==> config.mk <==
export PLATFORM = sky130hd
export DESIGN_NAME = piso_serializer
export DESIGN_NICKNAME = d
export VERILOG_FILES = /design/src/rtl/serial_pkg.sv /design/src/rtl/piso_serializer.sv
export SDC_FILE = /design/constraint.sdc
export NUM_CORES = 1
export LEC_CHECK = 0
export ABC_AREA = 0
export CAP_MARGIN = 10
export CELL_PAD_IN_SITES_DETAIL_PLACEMENT = 0
export CELL_PAD_IN_SITES_GLOBAL_PLACEMENT = 2
export CORE_MARGIN = 8
export CORE_UTILIZATION = 31
export CTS_CLUSTER_DIAMETER = 80
export DETAILED_ROUTE_END_ITERATION = 10
export HOLD_SLACK_MARGIN = 0.05
export PLACE_DENSITY_LB_ADDON = 0.08
export REMOVE_ABC_BUFFERS = 1
export SYNTH_ARGS = -nofsm -noshare
export SYNTH_HDL_FRONTEND = slang
export SYNTH_SLANG_ARGS = --single-unit
export TNS_END_PERCENT = 50
==> constraint.sdc <==
create_clock -name clk -period 1.95 [get_ports clk]
set_clock_uncertainty 0.05 [all_clocks]
set_input_delay 0.39 -clock clk [delete_from_list [all_inputs] [get_ports clk]]
set_output_delay 0.39 -clock clk [all_outputs]
set_load 0.005 [all_outputs]
==> src/rtl/serial_pkg.sv <==
// Shared definitions for the serial link (transmit serializer and receive shift register).
package serial_pkg;

  typedef enum logic {
    IDLE  = 1'b0,
    SHIFT = 1'b1
  } ser_state_e;

  localparam logic DIR_MSB_FIRST = 1'b0;
  localparam logic DIR_LSB_FIRST = 1'b1;

endpackage

==> src/rtl/piso_serializer.sv <==
// Parallel-in, serial-out transmitter: loads a WIDTH-bit word on a valid/ready
// handshake and emits it one bit per shift_en, MSB-first or LSB-first.
module piso_serializer
  import serial_pkg::*;
#(
  parameter int WIDTH = 8
) (
  input  logic             clk,
  input  logic             reset,
  input  logic             load_valid,
  output logic             load_ready,
  input  logic [WIDTH-1:0] load_data,
  input  logic             dir,
  input  logic             shift_en,
  output logic             sout,
  output logic             sout_valid,
  output logic             busy,
  output logic             done,
  output ser_state_e       state_dbg
);

  localparam int CW = (WIDTH > 1) ? $clog2(WIDTH) : 1;
  localparam logic [CW-1:0] LAST = CW'(WIDTH - 1);

  ser_state_e       state;
  logic [WIDTH-1:0] sreg;
  logic [CW-1:0]    cnt;
  logic             dir_q;

  // Load handshake: a word transfers on a rising edge where load_valid && load_ready;
  // load_ready depends only on state, and upstream holds load_data until then.
  always_ff @(posedge clk or negedge reset) begin
    if (!reset) begin
      state <= IDLE;
      sreg  <= '0;
      cnt   <= '0;
      dir_q <= DIR_MSB_FIRST;
      done  <= 1'b0;
    end else begin
      done <= 1'b0;
      case (state)
        IDLE: begin
          if (load_valid) begin
            sreg  <= load_data;
            dir_q <= dir;
            cnt   <= '0;
            state <= SHIFT;
          end
        end
        SHIFT: begin
          if (shift_en) begin
            if (cnt == LAST) begin
              state <= IDLE;
              sreg  <= '0;
              cnt   <= '0;
              done  <= 1'b1;
            end else begin
              // Move the next bit toward whichever end drives sout, zero-filling.
              if (dir_q == DIR_LSB_FIRST) sreg <= {1'b0, sreg[WIDTH-1:1]};
              else                        sreg <= {sreg[WIDTH-2:0], 1'b0};
              cnt <= cnt + 1'b1;
            end
          end
        end
        default: state <= IDLE;
      endcase
    end
  end

  assign load_ready = (state == IDLE);
  assign busy       = (state == SHIFT);
  assign sout_valid = (state == SHIFT);
  assign sout       = (state == SHIFT) &&
                      ((dir_q == DIR_LSB_FIRST) ? sreg[0] : sreg[WIDTH-1]);
  assign state_dbg  = state;

endmodule
# ---- Yosys cells after proc, flatten, opt, wreduce, memory -nomap -nowiden
# Index checks and enable logic that the tools add are counted.
dict set report word_totals {
  reg_bits 14
  input_bits 13
  out_inout_bits 6
}
dict set report op_classes {
  addsub 1
  eq_ne 3
  muxes 17
  bitwise 1
  n_reduce_logical 3
}
# operator n
set op_table {}
lappend op_table {{8-bit 2-to-1 mux} 4}
lappend op_table {{8-bit one-hot mux with 2 select lines} 1}
lappend op_table {{3-bit 2-to-1 mux} 3}
lappend op_table {{1-bit 2-to-1 mux} 7}
lappend op_table {{3-bit one-hot mux with 2 select lines} 1}
lappend op_table {{2-bit inequality test, second input constant} 2}
lappend op_table {{2-bit AND reduction} 2}
lappend op_table {{3-bit by 1-bit adder with 3-bit output, second input constant} 1}
lappend op_table {{3-bit == test, second input constant} 1}
lappend op_table {{1-bit one-hot mux with 2 select lines} 1}
lappend op_table {{1-bit logical AND} 1}
lappend op_table {{1-bit inverter} 1}

# ---- Longest topological paths before layout
dict set report depth {
  depth_word 4
  ltp_mapped 5
  mapped_depth_nobuf 5
}

# ---- Worst setup path after synthesis
# No wires, ideal clock.
dict set report synth_path {
  path_type {register to output}
  from {register state, in the netlist busy}
  to {output port sout}
  t_arrival_ns 0.956
  required_time_ns 1.510
  setup_slack_ns 0.554
  stages_incl_launch_ff 5
  path_buffers 2
  path_cell_list {dfrtp_1 buf_2 inv_2 buf_2 nor2_1}
}
dict set report synth_between {
  elab_chain_len 1
}
# element line_no
set synth_lines {}
lappend synth_lines {{start, declared} piso_serializer.sv:25} ;# ser_state_e state;
lappend synth_lines {{start signal, assigned} piso_serializer.sv:34} ;# state <= IDLE;
lappend synth_lines {{start signal, assigned} piso_serializer.sv:47} ;# state <= SHIFT;
lappend synth_lines {{start signal, assigned} piso_serializer.sv:53} ;# state <= IDLE;
lappend synth_lines {{1-bit logical AND} piso_serializer.sv:73} ;# assign sout = (state == SHIFT) &&
lappend synth_lines {{end, declared} piso_serializer.sv:15} ;# output logic sout,
# No other way between the ends.

# ---- Worst setup path in the final report
# Same ends and word-level chain as after synthesis.

==> impl_metrics.yaml <==
detailed_routing:
  drt_iter0_markers: 27
  ant_nets: 0
  num_vias: 674
  wire_per_inst_um: 15.0
  drt-pass1-iter-count: 4
  routed_wl_um: 1980
  drc_errors: 0
  viasPerCell: 5.11
synthesis:
  ys_top_cells_by_count: "dfrtp_1, mux2i_1, a21oi_1"
  synth_top_area_share: 0.408
  synth.most_common_cell: "dfrtp_1"
  synth_seq_cells: 14
  synthCells: 80
  yosysWarnings: 0
  synth_edf_count: 0
  avgSynthCellArea_um2: 10.7
  synthFlopType: "dfrtp_1"
  synth_area_um2: 860
  yosysTopAreaCell: "dfrtp_1"
  synth.area.top_cells: "dfrtp_1, mux2i_1, mux2_4"
  async_reset_ff_frac: 1.00
  synth_cell_type_count: 30
  yosysSeqAreaShare: 0.408
global_route:
  grt_pass1_wl_um: 3250
  grt-ovfl-total: 0
  track_usage: 0.0927
  grt_max_degree: 16
  grt_antenna_before_repair: 0
  grt_pass1_vias: 681
cts:
  cts_resized: 0
  ctsRootBufferMaster: "clkbuf_4"
  cts_inserted_buffers: 3
  postCtsHoldBufs: 0
  clock_path_buffers: 2
  clock_sinks: 14
  clkTransAtPathRegs_ns: 0.09
  clk_latency_ns: 0.27
  h-tree-depth: 1
  cts_setup_buffers: 0
  cts_tree: "yes"
setup_path:
  startpoint_type: "flip-flop"
  endpoint_kind: "output pin"
  crit_type: "reg2out"
  r2r_end: "sreg[5]"
  cp_slowest_stage_delay_ns: 0.50
  r2r_cells: 5
  cp_max_fo: 5
  arrival_ns: 1.40
  cp_slowest_cell: "clkdlybuf4s50_1"
  worstPathCellList: "inv_2 > nor2_1 > clkdlybuf4s50_1"
  reg2reg_from: "cnt[0]"
  crit_required_ns: 1.51
  r2r_slack_ns: 0.43
min_path:
  hold_class: "in2async"
timing:
  fin_crit_ns: 1.84
  fmax_mhz: 545
  drv_slew: 0
  fin_crit_sh: 0.942
  finalHoldViolCount: 0
  holdWs_ns: 0.374
  fin_setup_tns_ns: 0
  tightest_slew_ns: 0.279
  slew_headroom: 0.814
  finalSetupViolations: 0
  rsz0062_at_grt: "no"
finish:
  finalCoreUtilization: 0.417
  fill_cells: 277
  nNetsFinal: 119
  area_growth_pct: 30.3
  layout-drive-gt1-share: 0.178
  antennaDiodeCount: 0
power_and_ir_drop:
  leakage_nw: 0.493
  ir_worst_vdd_uv: 595
  p_per_area_mw_per_mm2: 1260
die:
  die_x_um: 68.7
  design.core.area_mm2: 0.00269
  die_area_mm2: 0.00471
  start_util: 0.320
  rows: 19
  die_h_um: 68.7
  pin_count: 19
job:
  maxCapViolCount: 0
placed_design:
  routabilityCongestion: 0.731
  dp_hpwl_um: 1510
  io_buffers: 18
run_status:
  status: "completed"
## per-layer routing
layer	vias to the layer above	GRT usage	wire length, um
li1	338	-	-
met1	318	0.113	915
met2	16	0.141	884
met3	2	0.0388	162
met4	0	0.0384	20
met5	-	0	0
## state kept, by name (all words and copies together) (netlist names)
name   flops
dir_q      1
sreg       8
cnt        3
done       1
busy       1
## worst max-delay path, delay by kind of cell, from the launching register on
family        cells  cell delay, ns
buf+inv           2            0.58
flops             1            0.44
simple gates      1            0.10
## layout make-up
| cell class | count | area [um2] | share of cell area |
|---|---|---|---|
| timing repair buffer | 25 | 245 | 0.219 |
| clock buffer | 3 | 22.5 | 0.0201 |
| tap | 31 | 38.8 | 0.0346 |
| inverter | 2 | 7.51 | 0.00670 |
| multi-input combinational | 57 | 455 | 0.407 |
| sequential | 14 | 350 | 0.313 |
## stage by stage
step                      setup slack [ns]  total power (W)  cells  instance area, um2
after global placement               0.279          0.00126    129                1100
after detailed placement             0.262          0.00126    129                1100
after global routing                0.0225          0.00154    132                1120
final                                0.114          0.00141    132                1120
after floorplan                      0.575         0.000990     73                 813
after CTS                           0.0729          0.00143    132                1120
## layout by cell type, fill, tap and decap left out, drive strengths merged, types with 3 or more instances in the layout
cell           instances
nand2                  4
buf                    7
mux2                   4
ha                     3
o22ai                  3
mux2i                 10
a221oi                 4
nor3b                  3
nor2                   3
clkbuf                 3
a21oi                  7
clkdlybuf4s50         18
dfrtp                 14
## how the worst max path moves through the flow
stage	from	endpoint	slack [ns]	depth (start not counted)
2_1_floorplan	cnt[0]	sreg[2]	0.58	5
3_3_place_gp	shift_en	sreg[3]	0.28	4
3_5_place_dp	shift_en	sreg[2]	0.26	4
4_1_cts	busy	sout	0.07	3
5_1_grt	busy	sout	0.02	3
6_report	busy	sout	0.11	3
## where the power goes
| group | internal (W) | leakage (nW) | switching [W] |
|---|---|---|---|
| sequential | 0.000420 | 0.171 | 0.000131 |
| clock | 0.0000713 | 0.0138 | 0.0000893 |
| combinational | 0.000414 | 0.308 | 0.000280 |
## kinds of logic (layout without fill, tap and decap cells)
kind of cell,after synthesis,in the layout,share of synthesized area
muxes,14,14,0.182
buffers and inverters,9,30,0.0626
AOI/OAI and AO/OA,23,23,0.183
DFF,14,14,0.408
adders and majority gates,3,3,0.0437
and+or+nand+nor,17,17,0.121
(Power assumes the default switching activity.)
